==> config.mk <==
export PLATFORM = sky130hd
export DESIGN_NAME = imm_gen_pipe
export DESIGN_NICKNAME = d
export VERILOG_FILES = /design/src/rtl/imm_gen_pipe.sv
export SDC_FILE = /design/constraint.sdc
export NUM_CORES = 1
export LEC_CHECK = 0
export CAP_MARGIN = 20
export CORE_MARGIN = 3
export CORE_UTILIZATION = 45
export CTS_CLUSTER_SIZE = 25
export DETAILED_ROUTE_END_ITERATION = 10
export PLACE_DENSITY = 0.78
export RECOVER_POWER = 100
export SLEW_MARGIN = 30
export SYNTH_ARGS = -nofsm -noshare
export SYNTH_HDL_FRONTEND = slang
export SYNTH_SLANG_ARGS = --single-unit
==> constraint.sdc <==
create_clock -name clk -period 4.5 [get_ports clk]
set_input_delay 0.45 -clock clk [delete_from_list [all_inputs] [get_ports clk]]
set_output_delay 0.45 -clock clk [all_outputs]
set_load 0.05 [all_outputs]
==> src/rtl/imm_gen_pipe.sv <==
// imm_gen_pipe: registered RV32I immediate generator feeding a 2-entry FIFO output buffer
module imm_gen_pipe #(
  parameter int XLEN      = 32,
  parameter int TAG_WIDTH = 8,
  parameter int CNT_WIDTH = 8
) (
  input  logic                 clk,
  input  logic                 rst,
  input  logic                 in_valid,
  output logic                 in_ready,
  input  logic [31:0]          instr,
  input  logic [2:0]           imm_src,
  input  logic [TAG_WIDTH-1:0] in_tag,
  output logic                 out_valid,
  input  logic                 out_ready,
  output logic [XLEN-1:0]      imm_ext,
  output logic [TAG_WIDTH-1:0] out_tag,
  output logic                 out_illegal,
  output logic [CNT_WIDTH-1:0] illegal_cnt
);
  logic [XLEN-1:0]      imm_q [2];
  logic [TAG_WIDTH-1:0] tag_q [2];
  logic [1:0]           ill_q;
  logic                 wr_ptr, rd_ptr;
  logic [1:0]           count;
  logic signed [31:0]   imm32;
  logic [XLEN-1:0]      dec;
  logic                 dec_ill, push, pop, s, unused_opcode;
  assign s = instr[31];
  assign unused_opcode = ^instr[6:0];
  always_comb begin
    dec_ill = imm_src > 3'd4;
    imm32 = imm_src == 3'd0 ? {{20{s}}, instr[31:20]} :
            imm_src == 3'd1 ? {{20{s}}, instr[31:25], instr[11:7]} :
            imm_src == 3'd2 ? {{19{s}}, instr[31], instr[7], instr[30:25], instr[11:8], 1'b0} :
            imm_src == 3'd3 ? {instr[31:12], 12'b0} :
            imm_src == 3'd4 ? {{11{s}}, instr[31], instr[19:12], instr[20], instr[30:21], 1'b0} :
            32'sd0;
    dec = XLEN'(imm32);
  end
  assign in_ready    = count != 2'd2;
  assign out_valid   = count != 2'd0;
  assign push        = in_valid && in_ready;
  assign pop         = out_valid && out_ready;
  assign imm_ext     = out_valid ? imm_q[rd_ptr] : '0;
  assign out_tag     = out_valid ? tag_q[rd_ptr] : '0;
  assign out_illegal = out_valid && ill_q[rd_ptr];
  always_ff @(posedge clk) begin
    if (rst) begin
      count       <= '0;
      wr_ptr      <= 1'b0;
      rd_ptr      <= 1'b0;
      illegal_cnt <= '0;
    end else begin
      if (push) begin
        imm_q[wr_ptr] <= dec;
        tag_q[wr_ptr] <= in_tag;
        ill_q[wr_ptr] <= dec_ill;
        wr_ptr        <= ~wr_ptr;
      end
      if (pop) rd_ptr <= ~rd_ptr;
      count <= count + 2'(push) - 2'(pop);
      if (push && dec_ill && illegal_cnt != '1) illegal_cnt <= illegal_cnt + 1'b1;
    end
  end
endmodule
==> results by group <==
Routing
  • Post-DR vias/cell: 5.32
  • Total wire length: 8220 um
  • Residual DRC: 0
  • Vias after detailed routing: 2730
  • Antenna-violating nets left: 0
  • WL per Instance: 16.0 um
  • Drt pass-1 iters: 4
  • DR iter-0 viols: 90

Timing
  • Final hold violations: 0
  • Max Fclk: 0.270 GHz
  • Min Tclk post-route: 3.71 ns
  • Clock Skews: 0.00789 ns
  • Worst-margin pin slew: 2.37 ns
  • Setup TNS Final: 0 ns
  • Final slew viol count: 84
  • Worst setup margin: 0.794 ns
  • RSZ-0062 raised after global routing: no
  • Final Cycle Share: 82.4%
  • Rel. slew slack: -57.8%
  • Final setup vio count: 0

Synthesis
  • Number of enable flip-flop cells after synthesis: 82
  • Synth warn: 0
  • Mux share of post-synthesis cell area: 10.6%
  • Syn Area/Cell: 13.1 um^2
  • Compound-gate portion of the synthesized area: 8.30%
  • Adder-cell share of the synthesized area: 0.903%
  • Seq/Total Area, Yosys: 65.5%
  • Async set-or-reset flop fraction in the synthesized netlist: 0%
  • XOR/XNOR Fraction of Synth Area: 1.05%
  • Post-synth design cell area: 4160 um^2
  • Main combinational cell family by area after synthesis: simple AND/OR/NAND/NOR gates
  • Synth Area in Simple Gates: 10.9%
  • Synthesized netlist cell count: 317
  • Synthesized Nets: 367
  • Register bit total from synthesis: 95
  • Ys flop type: edfxtp_1
  • Distinct cells, synth: 39

Final layout
  • Commonest non-fill, non-tap cell in the layout: edfxtp_1
  • Fill count: 729
  • Final-stage net count: 451
  • Layout cells sized above 1: 5.19%
  • Area delta synth->final: 28.9%
  • Commonest cells after routing, fill and taps aside: 82 x edfxtp_1, 59 x dlygate4sd3_1, 52 x nor2_1
  • Final Cell Area: 5360 um^2
  • Antenna cell count: 0

Setup path
  • Worst setup path end: imm_ext[18]
  • R2r setup slk: 1.49 ns
  • Worst R2R End: imm_q[1][31]$_DFFE_PP_
  • R2r startpoint: count[0]$_SDFF_PP0_
  • Critical path launch point type: flip-flop
  • Setup CP Type: flip-flop to output pin
  • Critical Path RT: 4.05 ns
  • Arrival @ worst endpoint: 3.26 ns
  • Critical path capture point type: output pin
  • Max FO, Critical Path: 24
  • R2R cell count: 4

Clock network
  • Post-CTS Hold Buffers: 0
  • Clk sinks: 95
  • CTS max path bufs: 2
  • H-tree depth: 3
  • Post-CTS resize count: 0
  • Total clock buffers created by CTS: 9
  • Clk pin slew, worst setup/hold paths: 0.09 ns
  • Worst-Skew Late Latency: 0.34 ns
  • CTS tree: done
  • Post-CTS Setup Inserts: 0
  • Root Buffer: clkbuf_8

Status
  • Outcome: finished with violations
  • Failing checks: capacitance limit, slew limit

Power
  • Worst VDD drop: 300 uV
  • Pwr/cell area: 577 nW/um^2
  • Final Total Pwr: 3.09 mW
  • Static leakage: 1.96 nW

Global route
  • Global-route wire length before repair: 13300 um
  • Largest net degree at the start of global routing: 43
  • GR Overflow Total: 0
  • Aggregate global-route resource usage: 16.5%
  • Vias in the first global route: 2728
  • Initial antenna violation count: 0

Placement
  • # port buffers: 90
  • Placer Congestion: 0.805
  • Detail Placement HPWL: 5490 um
  • DP Area: 5140 um^2
  • Pre-CTS WS: 1.67 ns

Die
  • Die W: 102 um
  • Core Region: 8850 um^2
  • # IOs: 98
  • Initial Util: 47.0%
  • Vert. Die Dim: 102 um
  • Row count: 34
  • Die area: 10400 um^2

Min path
  • Hold Crit Class: flip-flop to flip-flop

Flow run
  • Max-cap violations: 2
-- how the worst min path moves through the flow --
stage | cells past startpoint | start | endpoint | slack, ns
floorplan | 2 | wr_ptr$_SDFFE_PP0N_ | wr_ptr$_SDFFE_PP0N_ | 0.49
global placement | 2 | illegal_cnt[1]$_SDFFE_PP0P_ | illegal_cnt[1]$_SDFFE_PP0P_ | 0.49
detailed placement | 2 | illegal_cnt[6]$_SDFFE_PP0P_ | illegal_cnt[6]$_SDFFE_PP0P_ | 0.51
CTS | 2 | illegal_cnt[6]$_SDFFE_PP0P_ | illegal_cnt[6]$_SDFFE_PP0P_ | 0.52
global route | 2 | illegal_cnt[2]$_SDFFE_PP0P_ | illegal_cnt[2]$_SDFFE_PP0P_ | 0.55
finish | 2 | illegal_cnt[6]$_SDFFE_PP0P_ | illegal_cnt[6]$_SDFFE_PP0P_ | 0.51
-- power by group --
group	leakage [nW]	switching, mW	total (mW)	internal, mW
registers	0.868	0.0602	1.12	1.05
logic	0.983	0.905	1.34	0.430
clock network	0.113	0.276	0.644	0.368
-- state kept, by name, indices dropped and copies added (netlist names), named ones only --
name / cells
imm_q: 64
tag_q: 16
illegal_cnt: 8
count: 2
ill_q: 2
rd_ptr: 1
wr_ptr: 1
-- Yosys cell counts (4+ instances only) --
cell      count  area share, %
a21o_1       11            2.0
a21oi_1      22            2.6
a22o_1        4           0.84
and2_1        9            1.4
buf_2         6           0.72
clkbuf_1     12            1.1
dfxtp_1      13            6.3
edfxtp_1     82             59
inv_1         4           0.36
mux2i_1      42             10
nand2_1       4           0.36
nor2_1       51            4.6
nor2b_1       8            1.2
o22ai_1       8            1.2
-- routing by layer --
metal	up-vias	GRT usage (%)	share of wire (%)
li1	1329	-	-
met1	1306	20.7	42
met2	88	28.2	50
met3	7	3.96	6.1
met4	0	5.15	1.2
met5	-	0	0
-- final cells by class --
cell class              count  area, um^2  area share [%]
flip-flops and latches     95        2720            50.8
multi-input cells         197        1310            24.5
repair buffers             94         943            17.6
well taps                 108         135            2.52
clock inverters             5         106            1.98
inverters                   4        15.0           0.280
clock buffers              10         128            2.38
-- per-stage QoR --
step                      utilization [%]  hold slack [ns]  instances
after global placement               58.1            0.492        497
final                                60.6            0.510        513
after global routing                 60.6            0.554        513
after detailed placement             58.1            0.511        497
after floorplan                         -            0.492        317
after CTS                            60.8            0.523        512
-- kinds of logic after synthesis --
| family | Yosys count |
|---|---|
| flops | 95 |
| simple gates | 91 |
| compound gates | 54 |
| mux | 44 |
| buf+inv | 25 |
| xor+xnor | 5 |
| fa+ha+maj | 3 |
-- worst max-delay path, stage by stage (launching register included) --
cell           delay (ns)
dfxtp_1              1.25
buf_4                0.47
mux2i_1              0.12
nor2_1               0.15
dlygate4sd3_1        0.90
(Power assumes the default switching activity.)
